<file path="config.mk">
export PLATFORM = sky130hd
export DESIGN_NAME = load_store_unit
export DESIGN_NICKNAME = d
export VERILOG_FILES = /design/src/rtl/lsu_pkg.sv /design/src/rtl/lsu_align.sv /design/src/rtl/load_store_unit.sv
export SDC_FILE = /design/constraint.sdc
export NUM_CORES = 1
export LEC_CHECK = 0
export ABC_AREA = 1
export BUFFER_PORTS_ARGS = -buffer_cell sky130_fd_sc_hd__clkbuf_2
export CAP_MARGIN = 15
export CORE_ASPECT_RATIO = 0.7
export CORE_UTILIZATION = 49
export DETAILED_ROUTE_END_ITERATION = 10
export HOLD_SLACK_MARGIN = 0.15
export PLACE_DENSITY = 0.84
export SLEW_MARGIN = 20
export SYNTH_ARGS = -nofsm -noshare
export SYNTH_HDL_FRONTEND = slang
export SYNTH_SLANG_ARGS = --single-unit
</file>
<file path="constraint.sdc">
create_clock -name clk -period 2.1 [get_ports clk]
set_clock_uncertainty 0.05 [all_clocks]
set_input_delay 0.105 -clock clk [delete_from_list [all_inputs] [get_ports clk]]
set_output_delay 0.105 -clock clk [all_outputs]
set_load 0.01 [all_outputs]
</file>
<file path="src/rtl/lsu_pkg.sv">
// Shared types for the load/store unit: access sizes, FSM states, lane index width.
package lsu_pkg;
  localparam int LANE_W = 2;

  typedef enum logic [1:0] {
    SZ_BYTE = 2'b00,
    SZ_HALF = 2'b01,
    SZ_WORD = 2'b10,
    SZ_ILL  = 2'b11
  } size_e;

  typedef enum logic [1:0] {
    IDLE,
    ACCESS,
    WRITE,
    DONE
  } state_e;
endpackage

</file>
<file path="src/rtl/lsu_align.sv">
// Combinational lane logic: load extraction with sign/zero extension, and sub-word store merge.
module lsu_align
  import lsu_pkg::*;
#(
  parameter int N = 32
) (
  input  logic [N-1:0]      rdata_i,
  input  logic [N-1:0]      wdata_i,
  input  logic [LANE_W-1:0] lane_i,
  input  size_e             size_i,
  input  logic              unsigned_i,
  output logic [N-1:0]      load_o,
  output logic [N-1:0]      merge_o
);

  function automatic logic [N-1:0] extract(input logic [N-1:0] rd, input logic [LANE_W-1:0] lane,
                                           input size_e sz, input logic uns);
    logic [7:0]  b;
    logic [15:0] h;
    b = rd[{lane, 3'b000} +: 8];
    h = rd[{lane[1], 4'b0000} +: 16];
    case (sz)
      SZ_BYTE: extract = uns ? {{(N-8){1'b0}}, b} : {{(N-8){b[7]}}, b};
      SZ_HALF: extract = uns ? {{(N-16){1'b0}}, h} : {{(N-16){h[15]}}, h};
      default: extract = rd;
    endcase
  endfunction

  function automatic logic [N-1:0] merge(input logic [N-1:0] old, input logic [N-1:0] wd,
                                         input logic [LANE_W-1:0] lane, input size_e sz);
    merge = old;
    case (sz)
      SZ_BYTE: merge[{lane, 3'b000} +: 8] = wd[7:0];
      SZ_HALF: merge[{lane[1], 4'b0000} +: 16] = wd[15:0];
      default: merge = wd;
    endcase
  endfunction

  assign load_o  = extract(rdata_i, lane_i, size_i, unsigned_i);
  assign merge_o = merge(rdata_i, wdata_i, lane_i, size_i);

endmodule

</file>
<file path="src/rtl/load_store_unit.sv">
// Byte/half/word load-store front end for a word-addressed memory, with RMW for sub-word stores.
// LSU_MISALIGN_CHECK_EN: misaligned half/word accesses error instead of being force-aligned.
module load_store_unit
  import lsu_pkg::*;
#(
  parameter int N = 32,
  parameter int M = 5
) (
  input  logic         clk,
  input  logic         reset_n,
  input  logic         req_valid,
  output logic         req_ready,
  input  logic         req_write,
  input  logic [1:0]   req_size,
  input  logic         req_unsigned,
  input  logic [N-1:0] req_addr,
  input  logic [N-1:0] req_wdata,
  output logic         resp_valid,
  input  logic         resp_ready,
  output logic [N-1:0] resp_rdata,
  output logic         resp_err,
  output logic         mem_we,
  output logic [N-1:0] mem_addr,
  output logic [N-1:0] mem_wdata,
  input  logic [N-1:0] mem_readdata
);

  size_e               req_sz;
  logic [LANE_W-1:0]   req_lane;
  logic                misalign;
  logic                req_err;

  assign req_sz = size_e'(req_size);

`ifdef LSU_MISALIGN_CHECK_EN
  assign misalign = ((req_sz == SZ_HALF) && req_addr[0]) ||
                    ((req_sz == SZ_WORD) && (req_addr[1:0] != 2'b00));
  assign req_lane = req_addr[1:0];
`else
  assign misalign = 1'b0;
  assign req_lane = (req_sz == SZ_HALF) ? {req_addr[1], 1'b0} :
                    (req_sz == SZ_WORD) ? 2'b00 : req_addr[1:0];
`endif

  assign req_err = (req_sz == SZ_ILL) || (|req_addr[N-1:M+2]) || misalign;

  state_e            state_q;
  logic              wr_q, uns_q;
  size_e             size_q;
  logic [LANE_W-1:0] lane_q;
  logic [N-1:0]      wdata_q;
  logic              req_ready_q, resp_valid_q, resp_err_q, mem_we_q;
  logic [N-1:0]      resp_rdata_q, mem_addr_q, mem_wdata_q;
  logic [N-1:0]      load_data, merge_data;

  lsu_align #(.N(N)) u_align (
    .rdata_i    (mem_readdata),
    .wdata_i    (wdata_q),
    .lane_i     (lane_q),
    .size_i     (size_q),
    .unsigned_i (uns_q),
    .load_o     (load_data),
    .merge_o    (merge_data)
  );

  always_ff @(posedge clk or negedge reset_n) begin
    if (!reset_n) begin
      state_q      <= IDLE;
      wr_q         <= 1'b0;
      uns_q        <= 1'b0;
      size_q       <= SZ_BYTE;
      lane_q       <= '0;
      wdata_q      <= '0;
      req_ready_q  <= 1'b1;
      resp_valid_q <= 1'b0;
      resp_err_q   <= 1'b0;
      resp_rdata_q <= '0;
      mem_we_q     <= 1'b0;
      mem_addr_q   <= '0;
      mem_wdata_q  <= '0;
    end else begin
      case (state_q)
        IDLE: begin
          if (req_valid) begin
            wr_q         <= req_write;
            uns_q        <= req_unsigned;
            size_q       <= req_sz;
            lane_q       <= req_lane;
            wdata_q      <= req_wdata;
            resp_rdata_q <= '0;
            resp_err_q   <= req_err;
            req_ready_q  <= 1'b0;
            if (req_err) begin
              state_q      <= DONE;
              resp_valid_q <= 1'b1;
            end else begin
              state_q    <= ACCESS;
              mem_addr_q <= {req_addr[N-1:2], 2'b00};
              // Word stores write during ACCESS, so the strobe is set up here.
              if (req_write && (req_sz == SZ_WORD)) begin
                mem_we_q    <= 1'b1;
                mem_wdata_q <= req_wdata;
              end
            end
          end
        end
        ACCESS: begin
          if (!wr_q) begin
            resp_rdata_q <= load_data;
            resp_valid_q <= 1'b1;
            state_q      <= DONE;
          end else if (size_q == SZ_WORD) begin
            mem_we_q     <= 1'b0;
            resp_valid_q <= 1'b1;
            state_q      <= DONE;
          end else begin
            // mem_wdata doubles as the merge register: the read word with the lane replaced.
            mem_we_q    <= 1'b1;
            mem_wdata_q <= merge_data;
            state_q     <= WRITE;
          end
        end
        WRITE: begin
          mem_we_q     <= 1'b0;
          resp_valid_q <= 1'b1;
          state_q      <= DONE;
        end
        DONE: begin
          if (resp_ready) begin
            resp_valid_q <= 1'b0;
            req_ready_q  <= 1'b1;
            state_q      <= IDLE;
          end
        end
        default: state_q <= IDLE;
      endcase
    end
  end

  assign req_ready  = req_ready_q;
  assign resp_valid = resp_valid_q;
  assign resp_err   = resp_err_q;
  assign resp_rdata = resp_rdata_q;
  assign mem_we     = mem_we_q;
  assign mem_addr   = mem_addr_q;
  assign mem_wdata  = mem_wdata_q;

endmodule

</file>
==> flow_summary.yaml, run 1 <==
cells_and_area:
  n_fill_cell: 1271
  areaGrowthSynthToFinish_pct: 35.7
  post-route-util: 0.684
  drive_gt1_frac: 0.212
  stdcell_area_um2: 10700
  layout.nets: 1536
placed_design:
  dpl_cell_area_um2: 9130
  dpl.hpwl_um: 19400
  place_congestion: 0.942
  pre_cts_slack_ns: 0.0697
  io_buffers: 201
synthesis:
  avgSynthCellArea_um2: 6.91
  syn_inst: 1137
  yosys.area.top_type_share: 0.436
  yosys_warnings: 0
  ys_types: 31
  ys_ff_latch: 138
  yosys.area.top_type: "dfrtp_1"
  syn_area_um2: 7860
  ys_seq_area_frac: 0.439
  synth_area_leaders: "dfrtp_1 (44%), nand2_1 (22%), nand3_1 (6.6%), nor2_1 (4.7%), a21oi_1 (4.5%)"
drt:
  via_per_inst: 5.49
  vias: 8982
  ant_nets: 0
  drc_errors: 0
  drt_wl_total_um: 28300
  dr.pass1.iters: 6
  wl_per_cell_um: 17.3
  drtIter0Drc: 1119
timing:
  slew_viol_final: 0
  fin_crit_sh: 0.962
  post-route-min-period_ns: 2.02
  worstMarginPinSlew_ns: 0.652
  relSlewSlack: 0.565
  max_freq_mhz: 495
  finalHoldViolations: 0
  tns_ns: 0
  setup_viol: 0
  finalWorstSetupSlack_ns: 0.0803
power:
  pwr-share-clk: 0.210
  p_int_mw: 8.41
  ir_drop_mv: 0.985
  switchingPower_mw: 7.37
  combPwrFrac: 0.511
  pwr-share-seq: 0.280
  total_power_mw: 15.8
  power_density_nw_per_um2: 1480
  p_leak_nw: 5.89
  p_sw_frac: 0.467
clock_tree:
  path_clk_slew_ns: 0.07
  cts.root.buffer_cell: "clkbuf_16"
  clock-sinks: 138
  clk_latency_ns: 0.42
  cts_tree: "yes"
  cts_max_level: 4
  numCtsBuffers: 17
  clk_path_buf_depth: 2
worst_setup_path:
  cp_slowest_cell: "dlygate4sd3_1"
  start_kind: "input pin"
  cpPeakStageDelay_ns: 0.57
  critPathArrivalTime_ns: 2.34
  cp_max_fo: 7
  path_class: "input pin to register"
  end_kind: "register"
  crit_chain: "dlygate4sd3_1, clkbuf_2, nand2_2, nand2_1, nor2_1, nand2_1, nor2_2, nand2_2, nor2_4, nand2_1, dlygate4sd3_1, nand2_1"
  worstPathRequired_ns: 2.42
  cpMostUsedCell: "nand2_1"
floorplan:
  num_io_pins: 204
  fp.dieH_um: 108
  fp.coreArea_um2: 15600
  die_area_um2: 16600
  die-width_um: 153
  initial_core_util: 0.504
  num_rows: 38
global_route:
  grt_overflow_total: 0
  antenna_found_initial: 1
  grt_pass1_vias: 8324
  grtUsageTotal: 0.347
  grt_first_pass_wirelength_um: 44100
  grt_max_degree: 64
run_status:
  outcome: "completed"
job:
  max-cap-violations: 0
min_path:
  min_path_type: "input pin to asynchronous set/reset pin"
==> cell families after synthesis <==
group,after synthesis,synth area share
buf+inv,152,0.0871
fa+ha+maj,9,0.0143
flops,138,0.439
simple gates,690,0.355
other cells,1,0.000477
compound gates,147,0.104
==> state kept, by name (all words and copies together) (netlist names) <==
signal,flops
lane_q,2
mem_addr,30
mem_wdata,32
mem_we,1
req_ready,1
resp_err,1
resp_rdata,32
resp_valid,1
size_q,2
state_q,2
uns_q,1
wdata_q,32
wr_q,1
==> per-stage QoR <==
step                hold WS (ns)  instances
global route               0.260       1637
CTS                        0.216       1633
global placement          0.0936       1518
finish                     0.204       1637
detailed placement        0.0963       1518
floorplan                 -0.241       1138
==> Yosys cell counts, drive strengths merged <==
cell type	n
conb	1
o2111ai	1
o211ai	9
clkbuf	17
dfrtp	137
nand4	11
nor2	103
dfstp	1
nand3b	1
inv	85
a32oi	2
nand2	469
a21oi	72
nand3	105
or2	1
ha	9
clkinv	2
o221ai	6
buf	48
o21ai	57
==> path summary, 6_finish.rpt <==
check / start / to / slack [ns] / cells after the start
max: req_size[0] / mem_addr[5] / 0.08 / 12
min: reset_n / resp_rdata[27] / 0.20 / 2
max reg2reg: state_q[0] / lane_q[1] / 0.09 / 7
min reg2reg: mem_addr[14] / mem_addr[14] / 0.41 / 2
max in group asynchronous: reset_n / mem_wdata[0] / 1.08 / 3
min in group clk: req_addr[11] / mem_we / 0.23 / 8
==> layout make-up <==
type                    instances  area (µm²)  area share
inverters                      87         327      0.0306
multi-input cells             848        3750       0.351
diodes                          1        2.50    0.000235
repair buffers                331        2250       0.211
clock buffers                  17         425      0.0399
well taps                     200         250      0.0235
clock inverters                15         211      0.0198
flip-flops and latches        138        3450       0.324
==> worst max-delay path, delay by kind of cell <==
family	cells	cell delay, ns
buffers and inverters	3	1.28
and+or+nand+nor	9	0.96
==> cells in the final DEF (no fill, tap or decap), types with 7 or more instances in the layout <==
cell           count
a21oi_1           70
buf_4             41
clkbuf_16         17
clkbuf_2         200
dfrtp_1          137
dlygate4sd3_1     83
ha_1               7
inv_1             80
nand2_1          465
nand3_1          104
nand4_1           10
nor2_1            95
o211ai_1           9
o21ai_0           55
==> metal layers <==
metal	part of all wire	up-vias	global-route usage
met4	0.027	2	0.114
met3	0.11	83	0.0794
met2	0.44	551	0.534
li1	-	4173	-
met1	0.42	4173	0.483
met5	0.0020	-	0.0298
==> power by group through the flow <==
stage               registers [mW]  clock network, mW  logic [mW]
floorplan                     4.46                  0        4.93
global placement              4.40                  0        7.42
detailed placement            4.39                  0        7.55
CTS                           4.38               3.31        7.74
global route                  4.49               3.45        8.90
finish                        4.42               3.31        8.06
==> what timing repair did <==
action | in CTS | in global routing
setup endpoints to repair | 0 | 41
hold buffers | 83 | 0
setup buffers | 0 | 3
hold endpoints to repair | 232 | 0
gates resized for setup | 0 | 11
Power figures use the tool's default switching activity.
==> run 2, diff against run 1 <==
--- a/config.mk
+++ b/config.mk
@@ -9,10 +9,10 @@
 export BUFFER_PORTS_ARGS = -buffer_cell sky130_fd_sc_hd__clkbuf_2
 export CAP_MARGIN = 15
 export CORE_ASPECT_RATIO = 0.7
-export CORE_UTILIZATION = 49
+export CORE_UTILIZATION = 30
 export DETAILED_ROUTE_END_ITERATION = 10
 export HOLD_SLACK_MARGIN = 0.15
-export PLACE_DENSITY = 0.84
+export PLACE_DENSITY = 0.58
 export SLEW_MARGIN = 20
 export SYNTH_ARGS = -nofsm -noshare
 export SYNTH_HDL_FRONTEND = slang
==> constraint.sdc (replaced) <==
create_clock -name clk -period 2.1 [get_ports clk]
set_clock_uncertainty 0.05 [all_clocks]
set_input_delay 0.315 -clock clk [delete_from_list [all_inputs] [get_ports clk]]
set_output_delay 0.315 -clock clk [all_outputs]
set_load 0.01 [all_outputs]
==> run 2 against run 1 <==
Count of clock-buffer cells in the layout is the same. Register-to-register slack gained 0.07 ns. Core utilization shrank 28 points. Clock power shrank 8.2%. Total power shrank 2.0%. Worst setup slack gained 0.081 ns. Maximum frequency grew 4.2%. Critical path depth shrank 3. Sequential cell count is the same. Wire length grew 3.0%. Critical endpoint is now mem_wdata[31]. Largest power group unchanged.
==> flow_summary.yaml, run 2 (synthesized netlist as in run 1, its figures left out) <==
run_status:
  outcome: "completed"
global_route:
  grt_first_pass_wirelength_um: 44600
  grt_max_degree: 52
  grt_pass1_vias: 7658
  antenna_found_initial: 1
  grt_overflow_total: 0
  grtUsageTotal: 0.220
worst_setup_path:
  r2r-end: "mem_wdata[31]"
  crit_start: "state_q[1]"
  crit_end: "mem_wdata[31]"
  r2r_cells: 9
  critPathArrivalTime_ns: 2.21
  end_kind: "register"
  start_kind: "register"
  path_class: "register to register"
  worstPathRequired_ns: 2.37
  cp_max_fo: 36
  r2r_slack_ns: 0.16
  rr_startpoint: "state_q[1]"
floorplan:
  initial_core_util: 0.306
  num_io_pins: 204
  fp.dieH_um: 137
  fp.coreArea_um2: 25700
  num_rows: 49
  die_area_um2: 26900
  die-width_um: 195
timing:
  worstMarginPinSlew_ns: 0.548
  rsz0062_at_grt: "no"
  post-route-min-period_ns: 1.94
  max_freq_mhz: 516
  hold_ws_ns: 0.180
  fin_crit_sh: 0.923
  slew_viol_final: 0
  tns_ns: 0
  relSlewSlack: 0.635
  finalWorstSetupSlack_ns: 0.162
  setup_viol: 0
  finalHoldViolations: 0
cells_and_area:
  post-route-util: 0.406
  final_common_cell: "nand2_1"
  final-seq-area_um2: 3450
  layout.nets: 1500
  drive_gt1_frac: 0.221
  stdcell_count: 1731
  stdcell_area_um2: 10400
  multi_input_area_um2: 3750
  n_fill_cell: 2721
  layout_common_cells: "nand2_1 (465), clkbuf_2 (200), dfrtp_1 (137), nand3_1 (104), nor2_1 (95)"
  areaGrowthSynthToFinish_pct: 32.5
  antenna_cells: 0
placed_design:
  pre_cts_slack_ns: 0.0626
  place_congestion: 1.01
  dpl_cell_area_um2: 9360
  dpl.cell_count: 1655
  dpl.hpwl_um: 22000
  io_buffers: 201
clock_tree:
  clk_latency_ns: 0.44
  clk_path_buf_depth: 2
  cts_tree: "yes"
  cts.root.buffer_cell: "clkbuf_16"
  path_clk_slew_ns: 0.07
  postCtsSetupBuffers: 0
  numCtsBuffers: 17
  clock-sinks: 138
  cts_max_level: 4
power:
  total_power_mw: 15.5
  p_leak_nw: 5.73
  ir_drop_mv: 0.625
  power_density_nw_per_um2: 1490
drt:
  drt_wl_total_um: 29200
  drtIter0Drc: 821
  vias: 8404
  dr.pass1.iters: 7
  via_per_inst: 4.85
  wl_per_cell_um: 16.8
  ant_nets: 0
  drc_errors: 0
job:
  max-cap-violations: 0
min_path:
  min_path_type: "input pin to register"
[run 2: cell types whose count changed in the layout (fill, tap and decap cells not counted), moves of 2 or more]
cell and change:
inv_2 +2, buf_4 +3, inv_8 +2, bufinv_16 -3
inv_1 -2, dlygate4sd3_1 -39, clkinv_4 +2
[run 2: worst max-delay path, stage by stage (launching register included)]
cell and delay, ns:
dfrtp_1 0.41, inv_1 0.11, ha_1 0.21, buf_8 0.26, nor2_1 0.10, a21oi_1 0.15
inv_2 0.07, buf_4 0.26, nand3_1 0.15, nand2_1 0.06
[run 2: repair_timing]
action	4_1_cts	5_1_grt
endpoints found under the setup margin	0	71
resized for setup	0	13
hold buffers	44	0
endpoints found under the hold margin	88	0
[run 2: routing by layer]
layer | GRT usage | part of all wire | up-vias
met1 | 0.325 | 0.49 | 3898
met2 | 0.316 | 0.42 | 373
met5 | 0 | 0 | -
met3 | 0.0595 | 0.090 | 22
li1 | - | - | 4111
met4 | 0.0481 | 0.0086 | 0
[run 2: how the worst min path moves through the flow]
stage | start | endpoint | slack [ns] | cells past startpoint
floorplan | reset_n | lane_q[0] | -0.03 | 0
finish | req_write | wr_q | 0.18 | 3
global placement | reset_n | resp_rdata[26] | 0.27 | 1
detailed placement | reset_n | resp_rdata[26] | 0.28 | 1
global route | req_write | wr_q | 0.18 | 3
CTS | req_write | wr_q | 0.16 | 3
[run 2: final cells by class]
cell class / instances / share of cell area
Multi-Input combinational cell: 848 / 0.360
Sequential cell: 138 / 0.332
Timing Repair Buffer: 295 / 0.181
Clock buffer: 17 / 0.0408
Tap cell: 331 / 0.0398
Inverter: 87 / 0.0313
Clock inverter: 15 / 0.0150
[run 2: report_power, final]
group	switching, mW	total, mW	internal (mW)
Sequential	0.729	4.34	3.62
Combinational	5.31	8.10	2.78
Clock	1.36	3.04	1.68
==> run 3, diff against run 2 <==
--- a/config.mk
+++ b/config.mk
@@ -13,6 +13,7 @@
 export DETAILED_ROUTE_END_ITERATION = 10
 export HOLD_SLACK_MARGIN = 0.15
 export PLACE_DENSITY = 0.58
+export SETUP_SLACK_MARGIN = 0.3
 export SLEW_MARGIN = 20
 export SYNTH_ARGS = -nofsm -noshare
 export SYNTH_HDL_FRONTEND = slang
==> run 3 against run 2 <==
Sequential power increased by 4%. Wire length increased by 5.6%. Critical path depth increased by 2. Global-route usage increased by 0.65 points. Via count increased by 1.9%. Maximum frequency increased by 6.8%. Final cell count increased by 0.75%. First-iteration DRC count decreased by 12%. Register-to-register slack improved by 0.12 ns. Worst hold slack got worse by 0.012 ns. Total power increased by 11%. Clock power about the same. Critical path type unchanged. Largest cell class unchanged. Highest routed layer unchanged.
==> flow_summary.yaml, run 3 (synthesized netlist as in run 1, its figures left out) <==
timing:
  tns_ns: 0
  setup_viol: 0
  slew_viol_final: 0
  fin_crit_sh: 0.864
  max_freq_mhz: 551
  rsz0062_at_grt: "yes"
  finalWorstSetupSlack_ns: 0.285
  post-route-min-period_ns: 1.81
  finalHoldViolations: 0
floorplan:
  die_area_um2: 26900
  fp.dieH_um: 137
  die-width_um: 195
  initial_core_util: 0.306
  fp.coreArea_um2: 25700
  num_io_pins: 204
  num_rows: 49
min_path:
  min_path_type: "input pin to register"
  hp-start: "resp_ready"
  hold_depth: 4
  whs_endpoint: "req_ready"
global_route:
  grtUsageTotal: 0.227
  grt_pass1_vias: 8037
  grt_max_degree: 52
  antenna_found_initial: 1
  grt_overflow_total: 0
  grt_first_pass_wirelength_um: 46100
power:
  pwr-share-clk: 0.176
  p_leak_nw: 5.89
  ir_drop_mv: 0.657
  p_int_mw: 8.94
  power_density_nw_per_um2: 1560
  switchingPower_mw: 8.20
  combPwrFrac: 0.561
  pwr-share-seq: 0.263
  p_sw_frac: 0.479
worst_setup_path:
  r2r_cells: 11
  rr_startpoint: "state_q[0]"
  path_class: "register to register"
  cpPeakStageDelay_ns: 0.46
  critPathArrivalTime_ns: 2.09
  start_kind: "register"
  end_kind: "register"
  cp_slowest_cell: "dfrtp_2"
  worstPathRequired_ns: 2.38
  r2r-end: "mem_wdata[16]"
  crit_chain: "inv_4, ha_4, buf_6, inv_4, nor2_4, a21oi_2, inv_2, nand3_4, clkbuf_16, nand2_2, nand2_1"
  cp_max_fo: 6
  cpMostUsedCell: "inv_4"
  path_buf_inv: 5
  cp_top_family: "buffers and inverters"
  r2r_slack_ns: 0.29
drt:
  drc_errors: 0
  drt_wl_total_um: 30800
  dr.pass1.iters: 5
  via_per_inst: 4.91
  vias: 8564
  wl_per_cell_um: 17.7
  drtIter0Drc: 726
  ant_nets: 0
cells_and_area:
  layout.nets: 1512
  areaGrowthSynthToFinish_pct: 40.2
  stdcell_area_um2: 11000
  layout_common_cells: "nand2_1 (433), clkbuf_2 (200), dfrtp_1 (132), nand3_1 (100), nor2_1 (80)"
  final_common_cell: "nand2_1"
  stdcell_count: 1744
  n_fill_cell: 2650
  drive_gt1_frac: 0.285
clock_tree:
  clk_latency_ns: 0.44
  cts_tree: "yes"
  path_clk_slew_ns: 0.06
  numCtsBuffers: 17
  clock-sinks: 138
  cts.root.buffer_cell: "clkbuf_16"
  clk_path_buf_depth: 2
  cts_max_level: 4
placed_design:
  dpl.cell_count: 1649
  dpl_cell_area_um2: 9360
  io_buffers: 201
  pre_cts_slack_ns: 0.141
  dpl.hpwl_um: 22300
  place_congestion: 0.945
run_status:
  outcome: "completed"
job:
  max-cap-violations: 0
run 3: cell types whose count changed in the layout (fill, tap and decap cells not counted), sizes merged:
cell and change:
dlygate4sd3 -3, nand2 +1, clkinv -1, diode +1
buf +11, clkbuf +3, inv +1
run 3: what timing repair did:
item | 4_1_cts | 5_1_grt
endpoints found under the hold margin | 82 | 0
pin swaps | 0 | 29
hold buffers | 41 | 0
setup endpoints to repair | 66 | 95
buffers inserted | 2 | 14
gates resized for setup | 20 | 114
gates cloned | 0 | 5
run 3: routing by layer:
| layer | part of all wire | wire, µm | track usage |
|---|---|---|---|
| met5 | 0 | 0 | 0 |
| met2 | 0.43 | 13200 | 0.334 |
| met3 | 0.065 | 2010 | 0.0512 |
| met4 | 0.015 | 451 | 0.0617 |
| met1 | 0.49 | 15100 | 0.330 |
run 3: how the worst max path moves through the flow:
stage | from | depth (start not counted) | slack, ns | endpoint
after global placement | state_q[0] | 7 | 0.18 | resp_rdata[0]
after CTS | state_q[1] | 10 | 0.28 | mem_wdata[18]
final | state_q[0] | 11 | 0.29 | mem_wdata[16]
after global routing | state_q[0] | 11 | 0.22 | mem_wdata[16]
after detailed placement | state_q[0] | 10 | 0.14 | mem_wdata[27]
after floorplan | lane_q[1] | 13 | 0.31 | mem_wdata[24]
run 3: area by class of cell:
type	count	area, µm²	share of cell area
tap	331	414	0.0376
clock inverter	15	154	0.0140
multi-input combinational	849	4100	0.372
timing repair buffer	306	2130	0.193
antenna	1	2.50	0.000227
clock buffer	17	425	0.0386
sequential	138	3460	0.314
inverter	87	340	0.0309
run 3: power by group through the flow:
stage,Combinational [mW],Sequential [mW],Clock (mW)
6_report,9.61,4.52,3.02
5_1_grt,10.6,4.63,3.19
4_1_cts,8.34,4.41,3.10
3_5_place_dp,8.02,4.44,0
3_3_place_gp,7.98,4.44,0
2_1_floorplan,4.99,4.47,0
run 3: tightest hold or removal path: cells and delay by family:
kind / cells / cell delay [ns]
compound gates: 2 / 0.20
buf+inv: 1 / 0.09
simple gates: 1 / 0.04
run 3: per-stage QoR:
step / power, mW / utilization / hold slack, ns
4_1_cts: 15.8 / 0.407 / 0.152
6_report: 17.1 / 0.429 / 0.168
5_1_grt: 18.4 / 0.429 / 0.171
2_1_floorplan: 9.46 / - / -0.0306
3_3_place_gp: 12.4 / 0.364 / 0.231
3_5_place_dp: 12.5 / 0.364 / 0.228
